`src/rtl/clint_tr.sv`:
```
// clint_tr -- core-local interrupt/exception sequencer.
//
// Watches the instruction in execute for ecall, ebreak and mret. It also
// watches for a pending, enabled asynchronous interrupt. On a trigger it
// stalls the pipeline and writes the trap CSRs one per cycle, then issues a
// single-cycle redirect to ex.
//
// Ports:
//   clk_i, rst_i          clock, synchronous active-high reset
//   int_flag_i[7:0]       pending interrupt lines (level, any bit = request)
//   inst_i, inst_addr_i   instruction in execute and its PC
//   jump_flag_i/addr_i    ex redirect in progress this cycle and its target
//   div_started_i         multi-cycle divide in flight (defers interrupts)
//   csr_mtvec_i, csr_mepc_i, csr_mstatus_i   current CSR values
//   global_int_en_i       mstatus.MIE as seen by the CSR file
//   hold_flag_o           stall request to control_tr
//   we_o, waddr_o, data_o CSR write port
//   int_assert_o/addr_o   one-cycle redirect pulse and target
module clint_tr #(
  parameter logic [31:0] ECALL_CAUSE  = 32'd11,
  parameter logic [31:0] EBREAK_CAUSE = 32'd3,
  parameter logic [31:0] ASYNC_CAUSE  = 32'h8000_0007
) (
  input  logic        clk_i,
  input  logic        rst_i,
  input  logic [7:0]  int_flag_i,
  input  logic [31:0] inst_i,
  input  logic [31:0] inst_addr_i,
  input  logic        jump_flag_i,
  input  logic [31:0] jump_addr_i,
  input  logic        div_started_i,
  input  logic [31:0] csr_mtvec_i,
  input  logic [31:0] csr_mepc_i,
  input  logic [31:0] csr_mstatus_i,
  input  logic        global_int_en_i,
  output logic        hold_flag_o,
  output logic        we_o,
  output logic [31:0] waddr_o,
  output logic [31:0] data_o,
  output logic        int_assert_o,
  output logic [31:0] int_addr_o
);

  localparam logic [31:0] INST_ECALL  = 32'h0000_0073;
  localparam logic [31:0] INST_EBREAK = 32'h0010_0073;
  localparam logic [31:0] INST_MRET   = 32'h3020_0073;

  localparam logic [31:0] CSR_MEPC    = 32'h0000_0341;
  localparam logic [31:0] CSR_MCAUSE  = 32'h0000_0342;
  localparam logic [31:0] CSR_MSTATUS = 32'h0000_0300;

  typedef enum logic [2:0] {
    IDLE,
    W_MEPC,
    W_MCAUSE,
    W_MSTATUS,
    ASSERT,
    MRET_MSTATUS,
    MRET_ASSERT
  } state_t;

  state_t      state;
  logic [31:0] mepc_q;
  logic [31:0] cause_q;

  logic is_ecall;
  logic is_ebreak;
  logic is_mret;
  logic is_async;
  logic trigger;

  // Detection only matters in IDLE; an interrupt held off by a divide simply
  // stays pending on the level input until the divide finishes.
  always_comb begin
    is_ecall  = (inst_i == INST_ECALL);
    is_ebreak = (inst_i == INST_EBREAK);
    is_mret   = (inst_i == INST_MRET);
    is_async  = (|int_flag_i) && global_int_en_i && !div_started_i;
    trigger   = (state == IDLE) && (is_ecall || is_ebreak || is_mret || is_async);
  end

  always_ff @(posedge clk_i) begin
    if (rst_i) begin
      state   <= IDLE;
      mepc_q  <= '0;
      cause_q <= '0;
    end else begin
      case (state)
        IDLE: begin
          if (is_ecall) begin
            mepc_q  <= inst_addr_i;
            cause_q <= ECALL_CAUSE;
            state   <= W_MEPC;
          end else if (is_ebreak) begin
            mepc_q  <= inst_addr_i;
            cause_q <= EBREAK_CAUSE;
            state   <= W_MEPC;
          end else if (is_mret) begin
            state   <= MRET_MSTATUS;
          end else if (is_async) begin
            // Resume at the redirect target if ex is jumping this cycle.
            mepc_q  <= jump_flag_i ? jump_addr_i : inst_addr_i;
            cause_q <= ASYNC_CAUSE;
            state   <= W_MEPC;
          end
        end
        W_MEPC:       state <= W_MCAUSE;
        W_MCAUSE:     state <= W_MSTATUS;
        W_MSTATUS:    state <= ASSERT;
        ASSERT:       state <= IDLE;
        MRET_MSTATUS: state <= MRET_ASSERT;
        MRET_ASSERT:  state <= IDLE;
        default:      state <= IDLE;
      endcase
    end
  end

  // Outputs decode from state so the stall covers the detection cycle and
  // mstatus writes use the CSR value current in the write cycle.
  always_comb begin
    hold_flag_o  = (state != IDLE) || trigger;
    we_o         = 1'b0;
    waddr_o      = '0;
    data_o       = '0;
    int_assert_o = 1'b0;
    int_addr_o   = '0;
    case (state)
      W_MEPC: begin
        we_o    = 1'b1;
        waddr_o = CSR_MEPC;
        data_o  = mepc_q;
      end
      W_MCAUSE: begin
        we_o    = 1'b1;
        waddr_o = CSR_MCAUSE;
        data_o  = cause_q;
      end
      W_MSTATUS: begin
        we_o      = 1'b1;
        waddr_o   = CSR_MSTATUS;
        data_o    = csr_mstatus_i;
        data_o[7] = csr_mstatus_i[3];
        data_o[3] = 1'b0;
      end
      ASSERT: begin
        int_assert_o = 1'b1;
        int_addr_o   = csr_mtvec_i;
      end
      MRET_MSTATUS: begin
        we_o      = 1'b1;
        waddr_o   = CSR_MSTATUS;
        data_o    = csr_mstatus_i;
        data_o[3] = csr_mstatus_i[7];
        data_o[7] = 1'b1;
      end
      MRET_ASSERT: begin
        int_assert_o = 1'b1;
        int_addr_o   = csr_mepc_i;
      end
      default: ;
    endcase
  end

endmodule

```
`config.mk`:
```
export PLATFORM = sky130hd
export DESIGN_NAME = clint_tr
export DESIGN_NICKNAME = d
export VERILOG_FILES = /design/src/rtl/clint_tr.sv
export SDC_FILE = /design/constraint.sdc
export NUM_CORES = 1
export LEC_CHECK = 0
export BUFFER_PORTS_ARGS = -buffer_cell sky130_fd_sc_hd__buf_2
export CORE_ASPECT_RATIO = 0.9
export CORE_UTILIZATION = 25
export CTS_CLUSTER_SIZE = 40
export DETAILED_ROUTE_END_ITERATION = 16
export GPL_TIMING_DRIVEN = 0
export PLACE_DENSITY = 0.69
export SLEW_MARGIN = 20
export SYNTH_ARGS = -nofsm -noshare
export SYNTH_HDL_FRONTEND = slang
export SYNTH_SLANG_ARGS = --single-unit
```
`constraint.sdc`:
```
create_clock -name clk_i -period 2.71 [get_ports clk_i]
set_input_delay 0.542 -clock clk_i [delete_from_list [all_inputs] [get_ports clk_i]]
set_output_delay 0.542 -clock clk_i [all_outputs]
set_load 0.02 [all_outputs]
```
==> results.md <==
- Crit path DAT: 1.97 ns
- Period utilization: 0.928
- Area grow syn2layout: 57.2%
- Setup TNS Final: 0 ns
- Die span in x: 123 µm
- Worst-path clk slew: 0.06 ns
- Crit path capture type: output port
- Crit Path Max Fanout: 10
- Root Buffer: clkbuf_16
- Fillers: 1,363
- Slew Limit Fails: 0
- First-pass GRT wire length: 18,300 µm
- Largest area contributor in the netlist: dfxtp_1
- Yosys reg bits: 38
- Drt wl/cell: 14.2 µm
- Distinct cell type count of the synthesized netlist: 38
- Net count, final: 919
- Routability cong.: 0.803
- Overflow after GRT: 0
- Design Power: 2.16 mW
- Final cell count without fillers: 879
- CTS tree: yes
- Vias in the first global route: 3,627
- Crit path launch: state[1]
- Warnings from Yosys: 0
- Max-Cap Viols: 0
- Mapped cell area: 0.00332 mm²
- # placed instances: 872
- Pin count of the biggest net entering global routing: 14
- Area share of the leading cell type in the synthesized netlist: 0.229
- Simple-gate share of the synthesized area: 0.165
- RSZ-0062 raised after global routing: no
- Startpoint Class: register
- Min-delay worst type: register to register
- Top post-synthesis cells by area: dfxtp_1 (23%), a22o_1 (15%), a221oi_2 (14%), nand2_1 (8.7%), a211oi_1 (7.5%)
- Total GRT Usage: 0.170
- CORE AREA: 0.0128 mm²
- Share of cells above drive strength 1: 0.522
- Antenna Diode Count: 0
- Worst Tran Pin Value: 0.915 ns
- Row count: 39
- Drt drc: 0
- Largest buffer count on any clock path: 2
- Sequential share of the synthesized area: 0.229
- Multiplexer share of the synthesized area: 0.00302
- Most common cell after layout, fill and taps aside: buf_2
- Die area: 0.0137 mm²
- Max_slew headroom: 0.387
- Antenna violations before repair: 0
- Drt first-iter violations: 165
- H-tree levels: 2
- Pleak: 2.56 nW
- Most frequent cells in the layout: buf_2 (280), nand2_1 (77), a22o_1 (58)
- Setup CP Type: register to output port
- CTS Buf Count: 5
- # setup viols final: 0
- P per Cell Area: 414 mW/mm²
- Number of routed nets with antenna violations: 0
- CTS Sinks: 38
- Mapped Cells: 408
- Largest family of logic cells by synthesized area: compound AO/OA/AOI/OAI gates
- TritonRoute pass-1 iters: 4
- Clk_lat worst skew: 0.28 ns
- Compound-Gate Fraction of Synth Area: 0.435
- Fmax achieved: 0.398 GHz
- Hold Startpoint: mepc_q[11]
- I/O pin count: 304
- RR Startpoint: state[1]
- HPWL after DPL: 10,400 µm
- Post-Synth Adder-Cell Area: 0
- Syn Area/Cell: 8.14 µm²
- Starting Density: 0.259
- Hold Fails Final Rpt: 0
- Final setup skew: 0.00604 ns
- Period minus WS final: 2.51 ns
- Via density: 4.62
- Vias post-DR: 4,063
- Post-Synth XOR/XNOR Area: 0.00264
- Max IR drop VDD: 0.000255 V
- Hold Buf Count CTS: 0
- Status: complete, no violations
- Port bufs: 274
- Final wirelength: 12,400 µm
- Critical Path RT: 2.17 ns
- DIE HEIGHT: 111 µm
[synth_stat cells (all sizes together)]
library cell and count:
nand2 77, a22o 58, buf 42, dfxtp 38, inv 37, a211oi 33, a221oi 33, clkbuf 26
o21ai 10, a21oi 7, nor2 7, nor3 6, nor4 6, a22oi 4, nand2b 3, o31ai 3
nor2b 2, or3 2, a211o 1, a21bo 1, a31oi 1, and2 1, and4b 1, and4bb 1
conb 1, mux2i 1, nand4 1, nor4b 1, nor4bb 1, o311ai 1, o31a 1, xor2 1
[flip-flops by register name, summed over array words and instances (netlist names)]
name / cells
mepc_q: 32
state: 3
cause_q: 3
[path summary, 6_finish.rpt]
| kind | slack, ns | cells after the start | to |
|---|---|---|---|
| setup reg to reg | 0.44 | 6 | mepc_q[6] |
| hold / removal | 0.46 | 2 | mepc_q[11] |
| setup / recovery | 0.20 | 6 | data_o[20] |
| hold reg to reg | 0.46 | 2 | mepc_q[11] |
[area by class of cell]
class | count | area (µm²) | share of cell area
plain buffers | 67 | 408 | 0.0782
clock buffers | 5 | 125 | 0.0240
clock inverters | 3 | 68.8 | 0.0132
inverters | 37 | 139 | 0.0266
multi-input cells | 291 | 2140 | 0.410
flip-flops and latches | 38 | 761 | 0.146
well taps | 164 | 205 | 0.0393
repair buffers | 274 | 1370 | 0.263
[metrics by stage]
step	hold slack, ns	cell area, µm²	setup WS (ns)	util
2_1_floorplan	0.433	3420	0.118	-
3_3_place_gp	0.448	4990	-0.135	0.389
3_5_place_dp	0.450	4990	-0.123	0.389
4_1_cts	0.464	5190	0.00737	0.405
5_1_grt	0.480	5220	0.0189	0.407
6_report	0.459	5220	0.196	0.407
[logic make-up after synthesis]
kind of cell,count (synthesis)
muxes,1
DFF,38
other,1
buffers and inverters,105
xor gates and xnor gates,1
and+or+nand+nor,109
AOI/OAI and AO/OA,153
[metal layers]
| layer | GRT usage | vias up | routed length [µm] |
|---|---|---|---|
| met4 | 0.0321 | 0 | 110 |
| met1 | 0.215 | 1806 | 5540 |
| met2 | 0.308 | 183 | 6020 |
| met5 | 0 | - | 0 |
| li1 | - | 2066 | - |
| met3 | 0.0185 | 8 | 776 |
[power breakdown]
part	leakage (nW)	switching, mW	internal (mW)	total [mW]
Sequential	0.312	0.0300	0.612	0.642
Clock	0.0940	0.239	0.529	0.768
Combinational	2.16	0.436	0.313	0.748
[repair_timing]
action / in CTS / in global routing
cloned: 0 / 0
endpoints found under the setup margin: 21 / 42
resized for setup: 6 / 9
pin swaps: 0 / 0
buffers inserted: 0 / 0
[critical path, cell delays in order (launching register included)]
cell      delay, ns
dfxtp_1        0.29
buf_2          0.16
nand2b_1       0.25
nor2_4         0.30
clkbuf_2       0.32
a22o_1         0.20
buf_2          0.16
Power figures use the tool's default switching activity.
